File: src/rtl/shift_add_multiplier.sv
// Sequential unsigned shift-and-add multiplier: one multiplier bit per clock,
// start/busy/done handshake, result held in a product register.

module full_adder (
    input  logic x,
    input  logic y,
    input  logic cin,
    output logic s,
    output logic cout
);
    assign s    = x ^ y ^ cin;
    assign cout = (x & y) | (cin & (x ^ y));
endmodule

module shift_add_multiplier #(
    parameter int WIDTH = 4
) (
    input  logic                 clk,
    input  logic                 rst_n,
    input  logic                 start,
    input  logic [WIDTH-1:0]     a,
    input  logic [WIDTH-1:0]     b,
    output logic                 busy,
    output logic                 done,
    output logic [2*WIDTH-1:0]   product
);
    localparam int PW = 2 * WIDTH;
    localparam int CW = $clog2(WIDTH + 1);

    typedef enum logic [1:0] {IDLE, RUN, DONE} state_t;

    state_t            state_reg;
    logic [PW-1:0]     acc_reg;
    logic [PW-1:0]     mcand_reg;
    logic [WIDTH-1:0]  mplier_reg;
    logic [CW-1:0]     cnt_reg;
    logic [PW-1:0]     product_reg;
    logic              busy_reg;
    logic              done_reg;

    logic [PW-1:0]     sum;
    logic [PW-1:0]     carry;
    logic [PW-1:0]     acc_next;

    // Ripple-carry chain; the top stage only forms its sum bit, the carry-out is dropped.
    assign carry[0] = 1'b0;
    generate
        for (genvar gi = 0; gi < PW; gi++) begin : g_add
            if (gi < PW - 1) begin : g_fa
                full_adder u_fa (
                    .x    (acc_reg[gi]),
                    .y    (mcand_reg[gi]),
                    .cin  (carry[gi]),
                    .s    (sum[gi]),
                    .cout (carry[gi+1])
                );
            end else begin : g_msb
                assign sum[gi] = acc_reg[gi] ^ mcand_reg[gi] ^ carry[gi];
            end
        end
    endgenerate

    assign acc_next = mplier_reg[0] ? sum : acc_reg;

    always_ff @(posedge clk or negedge rst_n) begin
        if (!rst_n) begin
            state_reg   <= IDLE;
            acc_reg     <= '0;
            mcand_reg   <= '0;
            mplier_reg  <= '0;
            cnt_reg     <= '0;
            product_reg <= '0;
            busy_reg    <= 1'b0;
            done_reg    <= 1'b0;
        end else begin
            case (state_reg)
                IDLE: begin
                    busy_reg <= 1'b0;
                    done_reg <= 1'b0;
                    if (start) begin
                        acc_reg    <= '0;
                        mcand_reg  <= {{WIDTH{1'b0}}, a};
                        mplier_reg <= b;
                        cnt_reg    <= '0;
                        busy_reg   <= 1'b1;
                        state_reg  <= RUN;
                    end
                end
                RUN: begin
                    acc_reg    <= acc_next;
                    mcand_reg  <= mcand_reg << 1;
                    mplier_reg <= mplier_reg >> 1;
                    cnt_reg    <= cnt_reg + 1'b1;
                    // Last bit: latch the result including this cycle's add.
                    if (cnt_reg == CW'(WIDTH - 1)) begin
                        product_reg <= acc_next;
                        done_reg    <= 1'b1;
                        state_reg   <= DONE;
                    end
                end
                DONE: begin
                    done_reg  <= 1'b0;
                    busy_reg  <= 1'b0;
                    state_reg <= IDLE;
                end
                default: begin
                    busy_reg  <= 1'b0;
                    done_reg  <= 1'b0;
                    state_reg <= IDLE;
                end
            endcase
        end
    end

    assign busy    = busy_reg;
    assign done    = done_reg;
    assign product = product_reg;

endmodule

File: config.mk
export PLATFORM = sky130hd
export DESIGN_NAME = shift_add_multiplier
export DESIGN_NICKNAME = d
export VERILOG_FILES = /design/src/rtl/shift_add_multiplier.sv
export SDC_FILE = /design/constraint.sdc
export NUM_CORES = 1
export LEC_CHECK = 0
export ABC_AREA = 0
export BUFFER_PORTS_ARGS = -buffer_cell sky130_fd_sc_hd__buf_2
export CORE_MARGIN = 2
export CORE_UTILIZATION = 51
export CTS_BUF_LIST = sky130_fd_sc_hd__clkbuf_8 sky130_fd_sc_hd__clkbuf_16
export DETAILED_ROUTE_END_ITERATION = 12
export GPL_TIMING_DRIVEN = 0
export HOLD_SLACK_MARGIN = 0.12
export PLACE_DENSITY = 0.72
export SLEW_MARGIN = 20
export SYNTH_ARGS = -nofsm -noshare
export SYNTH_HDL_FRONTEND = slang
export SYNTH_SLANG_ARGS = --single-unit
File: constraint.sdc
create_clock -name clk -period 2.8 [get_ports clk]
set_clock_uncertainty 0.05 [all_clocks]
set_input_delay 0.14 -clock clk [delete_from_list [all_inputs] [get_ports clk]]
set_output_delay 0.14 -clock clk [all_outputs]
set_load 0.005 [all_outputs]
==> results of run 1 <==
area by class of cell:
cell class	instances	share of cell area (%)
plain buffers	9	3.174
clock buffers	5	3.174
clock inverters	1	0.1731
inverters	17	2.943
multi-input cells	112	38.26
flip-flops and latches	35	40.39
well taps	46	2.654
repair buffers	31	9.233
per-layer routing:
layer / vias up / share of wire (%)
met5: - / 0
met4: 0 / 2.0
met3: 8 / 3.8
met2: 36 / 49
met1: 666 / 45
li1: 659 / -
power groups by stage:
stage | logic [uW] | clock network (uW) | registers (uW)
after floorplan | 652 | 0 | 808
after global placement | 852 | 0 | 818
after detailed placement | 894 | 0 | 831
after CTS | 949 | 338 | 821
after global routing | 1080 | 367 | 852
final | 977 | 331 | 828
per-stage QoR:
stage               instances  utilization, %  total power (uW)
global route              256           64.47              2302
CTS                       254           63.47              2109
global placement          239           58.22              1670
finish                    256           64.47              2136
floorplan                 173               -              1460
detailed placement        239           58.22              1725
how the worst max path moves through the flow:
stage	startpoint	end	slack (ns)	cells past startpoint
2_1_floorplan	mcand_reg[0]	product[6]	-0.11	11
3_3_place_gp	mcand_reg[0]	product[7]	-0.24	12
3_5_place_dp	mcand_reg[0]	product[7]	-0.28	12
4_1_cts	mcand_reg[0]	product[7]	-0.23	12
5_1_grt	mcand_reg[0]	product[7]	-0.30	12
6_report	mcand_reg[0]	acc_reg[6]	-0.19	11
logic make-up (layout without fill, tap and decap cells):
kind of cell / Yosys count / after routing
AO/OA/AOI/OAI: 60 / 60
XOR/XNOR: 2 / 2
flip-flops: 35 / 35
AND/OR/NAND/NOR: 40 / 40
adder cells (fa/ha/maj): 9 / 9
buffers and inverters: 26 / 63
multiplexers: 1 / 1
worst min-delay path, cell delays in order:
cell and delay, ns:
buf_2 0.08, a21oi_1 0.05, o21ai_0 0.14
Yosys cell counts, types with 2 or more instances:
library cell	count	area [um^2]
o21ai_1	3	15.01
a31oi_1	2	12.51
buf_4	2	15.01
nor2b_1	5	31.28
and2b_1	3	22.52
nor2_1	5	18.77
a22oi_1	6	45.04
inv_1	16	60.06
ha_1	3	37.54
buf_2	4	20.02
o21ai_0	20	100.1
fa_1	6	120.1
o22ai_1	3	18.77
nand2b_1	4	25.02
dfrtp_1	35	875.8
nor2b_4	2	27.53
a21oi_1	13	65.06
a22o_1	8	70.07
buf_6	3	33.78
a21boi_0	3	22.52
nand2_1	19	71.32
what timing repair did:
action / 4_1_cts / 5_1_grt
resized for setup: 10 / 5
endpoints found under the setup margin: 6 / 7
hold buffers: 7 / 0
endpoints found under the hold margin: 41 / 0
setup buffers: 2 / 2
pin swaps: 1 / 7
==> impl_metrics.tcl, run 1 <==
set metrics [dict create \
    outcome "finished, violations left" \
    violations "setup timing" \
    setup_viol 5 \
    holdWs_ns 0.1249 \
    mostFrequentLayoutCell "dfrtp_1" \
    cts_inserted_buffers 5 \
    cp_cell_sequence "ha_1 -> inv_1 -> fa_2 -> fa_2 -> fa_2 -> fa_2 -> inv_2 -> fa_2 -> fa_2 -> a21oi_2 -> o21ai_1" \
    switching_power_uw 842.6 \
    crit_top_cell "fa_2" \
    min_period_over_period_pct 106.9 \
    cp_max_fo 2 \
    use_met1_pct 26.66 \
    drt-pass1-iter-count 4 \
    wl_per_cell_um 14.62 \
    gr-max-usage-layer "met2" \
    critical_path_required_ns 2.92 \
    post-route-min-period_ns 2.994 \
    synth_seq_cells 35 \
    synth.distinct_cells 29 \
    gr-usage-met2_pct 31.78 \
    path_buf_inv 2 \
    slowest_stage "fa_2" \
    yosys_warnings 0 \
    cp_top_family "adder cells" \
    die_area_um2 4006 \
    synthMuxAreaShare_pct 0.5583 \
    irDropWorstVdd_mv 0.5796 \
    r2r_slack_ns -0.19 \
    synth_xor_area_share_pct 0.9770 \
    clk_path_buf_depth 2 \
    grt_pass1_vias 1356 \
    synthFlopType "dfrtp_1" \
    drive_above_1_share_pct 26.67 \
    initialDrtViolationCount 41 \
    clk_pin_slew_worst_paths_ns 0.07 \
    r2r_cells 11 \
    viasPerCell 5.348 \
    crit_type "register to register" \
    syn_area_um2 1793 \
    initial_core_util_pct 53.31 \
    n_antenna_cell 0 \
    remaining_drc_errors 0 \
    finalSetupTns_ns -0.7271 \
    core.rowCount 21 \
    switching_share_pct 39.45 \
    overflow 0 \
    antenna_found_initial 0 \
    placed_cell_area_um2 1958 \
    layout_common_cells "35 x dfrtp_1, 24 x buf_2, 19 x nand2_1" \
    setup_slack_ns -0.1940 \
    finalHoldViolations 0 \
    grt_pass1_wl_mm 6.237 \
    nFillCells 280 \
    synth-compound-area-share_pct 21.07 \
    place.gp.congestion 0.7381 \
    htree_levels 2 \
    rsz0062_at_grt "true" \
    area_delta_synth_final_pct 20.94 \
    nNetsFinal 231 \
    synthCells 173 \
    async_flop_share_pct 100.0 \
    post-place-ws_ns -0.2766 \
    clock_sinks 35 \
    power_density_nw_per_um2 985.1 \
    holdPathEnd "mplier_reg[2]" \
    endpoint_kind "register" \
    p_leak_uw 0.001028 \
    seq_area_um2 875.8 \
    clockPowerShare_pct 15.5 \
    grt_max_degree 36 \
    syn_avg_cell_area_um2 10.36 \
    ant_nets 0 \
    routed_wl_mm 3.742 \
    slew_viol_final 0 \
    yosys.area_share.adder_pct 8.793 \
    core_um2 3363 \
    die_height_um 63.29 \
    grtUsageMet3_pct 5.714 \
    synthSimpleGateAreaFrac_pct 12.35 \
    fmax_mhz 334.0 \
    clk_latency_ns 0.28 \
    multi_input_area_um2 829.5 \
    cts-root-buf "clkbuf_8" \
    grt_usage_pct 20.57 \
    tritoncts "built" \
    postLayoutCellArea_um2 2168 \
    reg2reg_from "mcand_reg[0]" \
    seq_power_share_pct 38.8 \
    hp-start "b[2]" \
    slew_headroom_pct 48.22 \
    pwr-share-comb_pct 45.7 \
    num_vias 1369 \
    syn_nets 193 \
    worst_slew_pin_slew_ns 0.7767 \
    synth_edf_count 0 \
    min_delay_path_depth 3 \
    cp-start-kind "register" \
    io_pins 21 \
    internal_power_uw 1293 \
    ys_seq_area_share_pct 48.85 \
    maxCapViolCount 0 \
    place_hpwl_mm 2.587 \
    hp-class "input port to register" \
    max_stage_delay_ns 0.46 \
    port_buffers 20 \
    synth_top_family_by_area "compound AO/OA/AOI/OAI gates" \
    die_w_um 63.29 \
    rr_endpoint "acc_reg[6]" \
    crit_arrival_ns 3.11 \
]
No activity file was read; power rests on OpenSTA's default activity.
==> run 2: changes to the inputs <==
Settings changed: CTS_BUF_LIST sky130_fd_sc_hd__clkbuf_8 sky130_fd_sc_hd__clkbuf_16 to default, SLEW_MARGIN 20 to default.
==> impl_metrics.tcl, run 2 (same netlist as run 1, synthesis figures left out) <==
set metrics [dict create \
    outcome "finished, violations left" \
    violations "setup timing" \
    crit_type "register to register" \
    overflow 0 \
    num_vias 1398 \
    core_um2 3363 \
    rr_endpoint "product[7]" \
    remaining_drc_errors 0 \
    ant_nets 0 \
    irDropWorstVdd_mv 0.4708 \
    viasPerCell 5.419 \
    setup_viol 5 \
    die_w_um 63.29 \
    clk_latency_ns 0.34 \
    finalHoldViolations 0 \
    drt-pass1-iter-count 4 \
    tritoncts "built" \
    hp-class "input port to register" \
    htree_levels 2 \
    post-place-ws_ns -0.2766 \
    drive_above_1_share_pct 26.42 \
    die_height_um 63.29 \
    setup_slack_ns -0.2071 \
    post-route-min-period_ns 3.007 \
    wl_per_cell_um 14.60 \
    clk_pin_slew_worst_paths_ns 0.10 \
    postLayoutCellArea_um2 2157 \
    holdPathEnd "mplier_reg[3]" \
    grt_pass1_wl_mm 6.354 \
    rsz0062_at_grt "true" \
    r2r_slack_ns -0.21 \
    area_delta_synth_final_pct 20.31 \
    p_leak_uw 0.001019 \
    clk_path_buf_depth 2 \
    initial_core_util_pct 53.31 \
    routed_wl_mm 3.768 \
    power_uw 2051 \
    clock_sinks 35 \
    grt_max_degree 36 \
    min_delay_path_depth 4 \
    antenna_found_initial 0 \
    cts_inserted_buffers 5 \
    min_period_over_period_pct 107.4 \
    io_pins 21 \
    maxCapViolCount 0 \
    cp_max_fo 2 \
    placed_cell_area_um2 1958 \
    endpoint_kind "register" \
    cts-root-buf "clkbuf_4" \
    fmax_mhz 332.6 \
    place.gp.congestion 0.7381 \
    mostFrequentLayoutCell "dfrtp_1" \
    grt_usage_pct 20.72 \
    initialDrtViolationCount 91 \
    hp-start "start" \
    worst_slew_pin_slew_ns 0.7653 \
    grt_pass1_vias 1400 \
    finalSetupTns_ns -0.8042 \
    n_antenna_cell 0 \
    die_area_um2 4006 \
    holdWs_ns 0.1788 \
    core.rowCount 21 \
    slew_viol_final 0 \
    critical_path_required_ns 3.01 \
    layout_common_cells "35 x dfrtp_1, 24 x buf_2, 19 x nand2_1" \
    power_density_nw_per_um2 951.0 \
    crit_arrival_ns 3.21 \
    slew_headroom_pct 48.98 \
    cp-start-kind "register" \
    port_buffers 20 \
    r2r_cells 12 \
    place_hpwl_mm 2.587 \
    nNetsFinal 233 \
    reg2reg_from "acc_reg[0]" \
]
[run 2: worst max path at each step]
stage / cells past startpoint / from / slack [ns] / end
2_1_floorplan: 11 / mcand_reg[0] / -0.11 / product[6]
5_1_grt: 12 / mcand_reg[0] / -0.32 / product[7]
6_report: 12 / acc_reg[0] / -0.21 / product[7]
3_3_place_gp: 12 / mcand_reg[0] / -0.24 / product[7]
3_5_place_dp: 12 / mcand_reg[0] / -0.28 / product[7]
4_1_cts: 12 / mcand_reg[0] / -0.23 / product[7]
[run 2: layout make-up]
class	count	area, um^2
well taps	46	57.56
inverters	17	63.81
clock buffers	6	41.29
repair buffers	33	220.2
multi-input cells	112	829.5
fillers	290	1206
plain buffers	9	68.82
flip-flops and latches	35	875.8
[run 2: repair_timing]
| item | in CTS | in global routing |
|---|---|---|
| setup endpoints to repair | 6 | 7 |
| setup buffers | 2 | 2 |
| endpoints found under the hold margin | 43 | 0 |
| hold buffers | 9 | 0 |
| resized for setup | 10 | 5 |
| pin swaps | 1 | 7 |
[run 2: layer usage]
metal / part of all wire, % / vias up / track usage, %
met5: 0 / - / 0
met4: 1.8 / 0 / 8.696
met3: 5.0 / 8 / 5.536
met2: 50 / 45 / 33.64
met1: 43 / 679 / 26.30
li1: - / 666 / -
[run 2: critical path: stages (launching register included)]
cell and delay [ns]:
dfrtp_1 0.37, ha_1 0.14, inv_1 0.05, fa_2 0.34
fa_2 0.35, fa_2 0.35, fa_2 0.34, inv_2 0.06
fa_2 0.18, fa_2 0.25, xnor2_2 0.15, o21ai_1 0.10
a31oi_1 0.19
[run 2: where the power goes]
part           internal [uW]  total (uW)  switching [uW]
Sequential               689         825             136
Combinational            443         977             534
Clock                   89.3         249             160
[run 2: stage by stage]
stage	util [%]	std cells
final	64.14	258
after global routing	64.14	258
after CTS	63.13	256
after detailed placement	58.22	239
after global placement	58.22	239
after floorplan	-	173
